`src/rtl/font_rom_arbiter.sv`:
```
// Shares one synchronous font ROM among NUM_REQ requesters; round-robin, or fixed priority under FONT_ARB_FIXED_PRIO_EN.
// Grant is combinational; response 2+ROM_LAT cycles after grant; never stalls, so requesters must take rsp_valid when it fires.
module font_rom_arbiter #(
  parameter int NUM_REQ  = 2,
  parameter int ROM_LAT  = 1,
  parameter int MAX_WAIT = 8
) (
  input  logic                      clk,
  input  logic                      reset_n,
  input  logic [NUM_REQ-1:0]        req,
  input  logic [NUM_REQ*11-1:0]     req_addr,
  output logic [NUM_REQ-1:0]        gnt,
  output logic [10:0]               rom_addr,
  input  logic [7:0]                rom_data,
  output logic [NUM_REQ-1:0]        rsp_valid,
  output logic [7:0]                rsp_data,
  output logic                      busy,
  output logic [NUM_REQ-1:0]        starve
);

  localparam int IW = (NUM_REQ > 1) ? $clog2(NUM_REQ) : 1;
  localparam int NS = ROM_LAT + 1;

  logic                     w_gnt_any;
  logic [IW-1:0]            w_gnt_idx;
  logic [NS-1:0]            r_tag_vld;
  logic [NS-1:0][IW-1:0]    r_tag_idx;
  logic [7:0]               r_wait [NUM_REQ];

`ifdef FONT_ARB_FIXED_PRIO_EN
  always_comb begin
    w_gnt_any = 1'b0;
    w_gnt_idx = '0;
    for (int i = NUM_REQ - 1; i >= 0; i--) begin
      if (req[i]) begin
        w_gnt_any = 1'b1;
        w_gnt_idx = IW'(i);
      end
    end
  end
`else
  logic [IW-1:0] r_last;

  // Scan backwards so the requester closest after r_last is the final (winning) assignment.
  always_comb begin
    w_gnt_any = 1'b0;
    w_gnt_idx = '0;
    for (int k = NUM_REQ; k >= 1; k--) begin
      if (req[(int'(r_last) + k) % NUM_REQ]) begin
        w_gnt_any = 1'b1;
        w_gnt_idx = IW'((int'(r_last) + k) % NUM_REQ);
      end
    end
  end

  always_ff @(posedge clk or negedge reset_n) begin
    if (!reset_n) begin
      r_last <= IW'(NUM_REQ - 1);
    end else if (w_gnt_any) begin
      r_last <= w_gnt_idx;
    end
  end
`endif

  always_comb begin
    gnt = NUM_REQ'(w_gnt_any) << w_gnt_idx;
  end

  always_ff @(posedge clk or negedge reset_n) begin
    if (!reset_n) begin
      rom_addr <= '0;
    end else if (w_gnt_any) begin
      rom_addr <= req_addr[11*w_gnt_idx +: 11];
    end
  end

  // Stage s holds the owner of the lookup whose address went out s+1 cycles ago.
  always_ff @(posedge clk or negedge reset_n) begin
    if (!reset_n) begin
      r_tag_vld <= '0;
      r_tag_idx <= '0;
    end else begin
      r_tag_vld[0] <= w_gnt_any;
      r_tag_idx[0] <= w_gnt_idx;
      for (int s = 1; s < NS; s++) begin
        r_tag_vld[s] <= r_tag_vld[s-1];
        r_tag_idx[s] <= r_tag_idx[s-1];
      end
    end
  end

  always_ff @(posedge clk or negedge reset_n) begin
    if (!reset_n) begin
      rsp_valid <= '0;
      rsp_data  <= '0;
    end else if (r_tag_vld[NS-1]) begin
      rsp_valid <= NUM_REQ'(1) << r_tag_idx[NS-1];
      rsp_data  <= rom_data;
    end else begin
      rsp_valid <= '0;
    end
  end

  always_comb begin
    busy = |r_tag_vld;
  end

  always_ff @(posedge clk or negedge reset_n) begin
    if (!reset_n) begin
      starve <= '0;
      for (int i = 0; i < NUM_REQ; i++) r_wait[i] <= '0;
    end else begin
      for (int i = 0; i < NUM_REQ; i++) begin
        if (req[i] && !gnt[i]) begin
          if (r_wait[i] < 8'(MAX_WAIT)) r_wait[i] <= r_wait[i] + 8'd1;
          if (r_wait[i] >= 8'(MAX_WAIT - 1)) starve[i] <= 1'b1;
        end else begin
          r_wait[i] <= '0;
        end
      end
    end
  end

endmodule

```
`config.mk`:
```
export PLATFORM = sky130hd
export DESIGN_NAME = font_rom_arbiter
export DESIGN_NICKNAME = d
export VERILOG_FILES = /design/src/rtl/font_rom_arbiter.sv
export SDC_FILE = /design/constraint.sdc
export NUM_CORES = 1
export LEC_CHECK = 0
export CORE_MARGIN = 5
export CORE_UTILIZATION = 25
export CTS_BUF_LIST = sky130_fd_sc_hd__clkbuf_16
export CTS_CLUSTER_SIZE = 14
export DETAILED_ROUTE_END_ITERATION = 10
export GPL_TIMING_DRIVEN = 0
export PLACE_DENSITY = 0.51
export SYNTH_ARGS = -nofsm -noshare
export SYNTH_HDL_FRONTEND = slang
export SYNTH_SLANG_ARGS = --single-unit
```
`constraint.sdc`:
```
create_clock -name clk -period 2.6 [get_ports clk]
set_clock_uncertainty 0.05 [all_clocks]
set_input_delay 0.52 -clock clk [delete_from_list [all_inputs] [get_ports clk]]
set_output_delay 0.52 -clock clk [all_outputs]
set_load 0.01 [all_outputs]
```
==> results.json, run 1 <==
{
  "status": "complete, no violations",
  "yosys_warnings": 0,
  "cp.required_ns": 2.03,
  "cts_tree": "yes",
  "grt_overflow": 0,
  "min_period_over_period_pct": 94.1,
  "die_area_sq_um": 8940,
  "r2r-start": "r_wait[13]",
  "grt_antenna_before_repair": 0,
  "drive_gt1_share_pct": 12.4,
  "io_buffers": 59,
  "diodes": 0,
  "crit_slowest_cell": "clkdlybuf4s50_1",
  "clock-sinks": 44,
  "cp-end-kind": "output port",
  "crit_path_start_kind": "primary input",
  "hold_viol": 0,
  "yosysUniqueCellTypes": 36,
  "drc_errors": 0,
  "grt_pass1_vias": 1435,
  "grt_max_degree": 33,
  "hold_slack_ns": 0.0810,
  "fp.dieH_microns": 94.5,
  "ant_nets": 0,
  "syn_nets": 184,
  "initial_core_util_pct": 26.0,
  "cp_data_arrival_time_ns": 1.88,
  "syn-cell-area_sq_um": 1790,
  "rows": 30,
  "cts_hold_buf": 0,
  "rsz0062_at_grt": "false",
  "avgSynthCellArea_sq_um": 12.1,
  "final_cells": 313,
  "synth-seq-cells": 44,
  "crit_type": "in -> out",
  "layout.nets": 252,
  "hp-class": "in -> async",
  "max_slew_margin_pct": 68.2,
  "drt_iter0_markers": 50,
  "cts_max_path_buffers": 2,
  "synthCells": 148,
  "grt_pass1_wl_microns": 6830,
  "r2r_cells": 4,
  "power.density_nw_per_um2": 597,
  "die_w_microns": 94.5,
  "rrSetupSlack_ns": 0.98,
  "routabilityCongestion": 0.647,
  "ioPinCount": 60,
  "clockRootBuffer": "clkbuf_16",
  "cts_inserted_buffers": 5,
  "vdd_drop_max_uv": 255,
  "crit_path_max_fanout": 10,
  "syn2layout_area_growth_pct": 49.8,
  "clk_latency_ns": 0.28,
  "routedWlPerCell_microns": 12.2,
  "fin_setup_tns_ns": 0,
  "routed_wl_microns": 3830,
  "cap_violations": 0,
  "via_count": 1313,
  "drv_slew": 0,
  "ys_seq_area_share_pct": 61.7,
  "core-area_sq_um": 6870,
  "h-tree-depth": 2,
  "viasPerCell": 4.19,
  "tightest_slew_ns": 0.477,
  "place_area_sq_um": 2510,
  "crit_chain": "dlygate4sd2_1, nor2_4, clkbuf_2, nor2_1, clkdlybuf4s50_1",
  "leakagePower_nw": 1.16,
  "reg2reg_to": "r_wait[10]",
  "clkTransAtPathRegs_ns": 0.06,
  "fmax_mhz": 409,
  "cpPeakStageDelay_ns": 0.54,
  "gr-usage-all-layers_pct": 9.70,
  "hpwl_microns": 2820,
  "placed_cells": 304,
  "dr.pass1.iters": 4,
  "design_area_sq_um": 2680,
  "setup_violations": 0,
  "fin_crit_ns": 2.45
}
-- how the worst max path moves through the flow --
stage | slack [ns] | to | cells past startpoint | startpoint
final | 0.15 | gnt[0] | 5 | req[0]
after global routing | 0.03 | gnt[0] | 5 | req[0]
after CTS | 0.13 | gnt[0] | 5 | req[0]
after detailed placement | -0.36 | gnt[0] | 5 | req[0]
after global placement | -0.35 | gnt[0] | 5 | req[0]
after floorplan | 0.91 | gnt[0] | 3 | req[1]
-- metrics by stage --
step                power [mW]  setup slack (ns)  utilization (%)
finish                    1.60             0.154             39.0
global route              1.68            0.0292             39.0
CTS                       1.63             0.130             39.0
detailed placement        1.01            -0.362             36.6
global placement          1.01            -0.354             36.4
floorplan                0.847             0.908                -
-- timing repair --
action                                  4_1_cts  5_1_grt
buffers inserted                              1        0
endpoints found under the setup margin        1        0
resized for setup                             7        0
-- flip-flops by register name (all words and copies together), names as in the netlist --
name / cells
r_last: 1
r_tag_idx: 2
r_tag_vld: 2
r_wait: 16
rom_addr: 11
rsp_data: 8
rsp_valid: 2
starve: 2
-- cell usage in the layout (no fill, tap or decap), types with 2 or more instances in the layout --
cell | netlist | routed
clkdlybuf4s50_1 | 0 | 56
dfrtp_1 | 43 | 43
o21ai_0 | 17 | 17
nand2_1 | 15 | 15
mux2i_1 | 12 | 12
and2_1 | 8 | 8
mux2_2 | 8 | 8
clkbuf_16 | 0 | 5
a21oi_1 | 4 | 4
nor2_1 | 4 | 3
clkbuf_1 | 4 | 3
or3_1 | 3 | 3
clkbuf_2 | 1 | 2
nand3_1 | 2 | 2
nand2b_1 | 2 | 2
a31oi_1 | 2 | 2
ha_1 | 2 | 2
clkinv_2 | 0 | 2
dlygate4sd2_1 | 0 | 2
-- logic make-up (layout without fill, tap and decap cells) --
group                    count (synthesis)  in the layout  share of synthesized area [%]
flip-flops                              44             44                           61.7
AND/OR/NAND/NOR                         45             45                           13.6
adder cells (fa/ha/maj)                  2              2                           1.40
AO/OA/AOI/OAI                           30             30                           9.80
buffers and inverters                    7             76                           1.75
multiplexers                            20             20                           11.8
-- metal layers --
layer | track usage [%] | up-vias | part of all wire [%]
met1 | 12.0 | 623 | 45
met4 | 2.88 | 0 | 0.76
li1 | - | 649 | -
met2 | 15.7 | 39 | 48
met5 | 0 | - | 0
met3 | 3.75 | 2 | 6.5
-- critical path, delay by kind of cell --
kind	cells	cell delay (ns)
buffers and inverters	3	1.15
AND/OR/NAND/NOR	2	0.20
-- cell type report --
type                            instances  area [sq um]
Buffer                                  6          32.5
Clock inverter                          3          13.8
Clock buffer                            5           125
Fill cell                             681          4190
Tap cell                               96           120
Timing Repair Buffer                   61           611
Sequential cell                        44          1100
Multi-Input combinational cell         97           668
Inverter                                1          3.75
-- Yosys cell counts, drive strengths merged --
cell type	n	area (sq um)
nor3b	1	7.51
a31oi	2	12.5
nand3b	1	7.51
dfrtp	43	1080
and3	1	6.26
mux2	8	90.1
clkbuf	5	20.0
ha	2	25.0
o21ai	17	85.1
a21oi	4	20.0
inv	1	3.75
buf	1	7.51
o211ai	1	7.51
a41oi	1	8.76
o21a	1	7.51
a21boi	3	26.3
mux2i	12	120
and2	9	57.6
nand2	15	56.3
or3	3	18.8
and3b	1	8.76
nand3	2	10.0
or4	2	18.8
nor3	1	5.00
o31ai	1	7.51
nor2	4	15.0
nand2b	2	12.5
nor4	1	6.26
nor2b	1	6.26
or2	1	6.26
dfstp	1	26.3
-- power by group --
part	leakage, nW	internal (mW)	switching [mW]	total, mW
combinational	0.534	0.147	0.0963	0.243
sequential	0.556	0.729	0.0245	0.753
clock	0.0710	0.349	0.253	0.602
total	1.16	1.22	0.374	1.60
No activity file was read; power rests on OpenSTA's default activity.
==> run 2: changes to the inputs <==
ABC_AREA = 0   (was not set)
SETUP_SLACK_MARGIN = 0.02   (was not set)
==> results of run 2 <==
No change in the layout: final DEF, timing and power equal those of run 1.
==> run 3: changes to the inputs <==
CORE_UTILIZATION = 40   (was 25)
PLACE_DENSITY = 0.74   (was 0.51)
==> results.json, run 3 (synthesis results as in run 1) <==
{
  "hold_viol": 0,
  "viasPerCell": 4.92,
  "grt_max_degree": 32,
  "cpPeakStageDelay_ns": 0.48,
  "grt_pass1_vias": 1365,
  "h-tree-depth": 2,
  "crit_slowest_cell": "clkdlybuf4s50_1",
  "drc_errors": 0,
  "clockRootBuffer": "clkbuf_16",
  "crit_path_max_fanout": 10,
  "vdd_drop_max_uv": 338,
  "final_cells": 268,
  "via_count": 1318,
  "fillerInstances": 377,
  "status": "complete, no violations",
  "fmax_mhz": 408,
  "rows": 24,
  "syn2layout_area_growth_pct": 46.4,
  "routed_wl_microns": 3570,
  "rrSetupSlack_ns": 0.97,
  "cts_inserted_buffers": 5,
  "routedWlPerCell_microns": 13.3,
  "fin_crit_ns": 2.45,
  "power.density_nw_per_um2": 601,
  "cts_tree": "yes",
  "route.met2.wl_microns": 1840,
  "cp-end-kind": "output port",
  "routabilityCongestion": 0.723,
  "grt_overflow": 0,
  "die_w_microns": 76.8,
  "clk_latency_ns": 0.27,
  "hp-class": "in -> async",
  "reg_top3": "r_wait: 16 flops, rom_addr: 11 flops, rsp_data: 8 flops",
  "drt_iter0_markers": 58,
  "clkTransAtPathRegs_ns": 0.05,
  "final_common_cell": "clkdlybuf4s50_1",
  "dr.pass1.iters": 4,
  "drv_slew": 0,
  "cts_max_path_buffers": 2,
  "fp.dieH_microns": 76.8,
  "grt_pass1_wl_microns": 6220,
  "gr-usage-all-layers_pct": 12.9,
  "ioPinCount": 60,
  "layout_common_cells": "56 x clkdlybuf4s50_1, 43 x dfrtp_1, 17 x o21ai_0, 15 x nand2_1, 12 x mux2i_1",
  "clock-sinks": 44,
  "diodes": 0,
  "core-area_sq_um": 4350,
  "cp_data_arrival_time_ns": 1.88,
  "fin_util_pct": 60.1,
  "crit_type": "in -> out",
  "leakagePower_nw": 1.15,
  "topRoutingLayerUsed": "met4",
  "max_slew_margin_pct": 69.4,
  "wl_met3_microns": 152,
  "r2r_cells": 4,
  "largest_reg_flops": 16,
  "initial_core_util_pct": 41.0,
  "wl_met1_microns": 1530,
  "largest_register": "r_wait",
  "layout.nets": 252,
  "io_buffers": 59,
  "crit_path_start_kind": "primary input",
  "cp.required_ns": 2.03,
  "placed_cells": 260,
  "cts_hold_buf": 0,
  "ant_nets": 0,
  "crit_chain": "dlygate4sd2_1, a21boi_4, buf_4, nor2_1, clkdlybuf4s50_1",
  "r2r-start": "r_wait[13]",
  "grt_antenna_before_repair": 0,
  "rsz0062_at_grt": "false",
  "drive_gt1_share_pct": 12.5,
  "tightest_slew_ns": 0.458,
  "hpwl_microns": 2750,
  "die_area_sq_um": 5900,
  "setup_violations": 0,
  "cap_violations": 0,
  "reg2reg_to": "r_wait[8]",
  "min_period_over_period_pct": 94.4
}
## run 3: where the power goes
| group | internal (mW) | leakage, nW | switching, mW |
|---|---|---|---|
| logic | 0.146 | 0.533 | 0.0956 |
| registers | 0.729 | 0.556 | 0.0250 |
| clock network | 0.348 | 0.0657 | 0.229 |
| total | 1.22 | 1.15 | 0.350 |
## run 3: area by class of cell
cell class                 instances  area [sq um]  area share, %
tap                               52          65.1           2.49
clock buffer                       5           125           4.78
clock inverter                     2          12.5          0.478
inverter                           1          3.75          0.143
buffer                             6          28.8           1.10
timing repair buffer              61           611           23.3
multi-input combinational         97           668           25.5
sequential                        44          1100           42.1
## run 3: through the flow
stage	area (sq um)	total power, mW	setup WS, ns	TNS (ns)	hold slack (ns)
5_1_grt	2620	1.65	0.0598	0	0.117
3_3_place_gp	2440	1.00	-0.333	-7.20	0.283
3_5_place_dp	2460	1.01	-0.352	-0.352	0.288
4_1_cts	2620	1.60	0.135	0	0.0912
6_report	2620	1.57	0.147	0	0.0895
2_1_floorplan	1790	0.847	0.908	0	0.174
## run 3: timing repair
action                     4_1_cts  5_1_grt
resized for setup                6        0
buffers inserted                 1        0
setup endpoints to repair        1        0
## run 3: worst max path at each step
stage                  end  cells after the start    from
floorplan           gnt[0]                      3  req[1]
global placement    gnt[0]                      5  req[0]
detailed placement  gnt[0]                      5  req[0]
CTS                 gnt[0]                      5  req[1]
global route        gnt[0]                      5  req[0]
finish              gnt[0]                      5  req[1]
## run 3: layer usage
layer	track usage [%]	up-vias
met2	21.7	30
met5	0	-
li1	-	652
met4	4.72	0
met1	16.3	632
met3	2.58	4
## run 3: worst max-delay path: cells and delay by family
kind / cells / cell delay, ns
and+or+nand+nor: 1 / 0.07
buffers and inverters: 3 / 1.05
AOI/OAI and AO/OA: 1 / 0.24
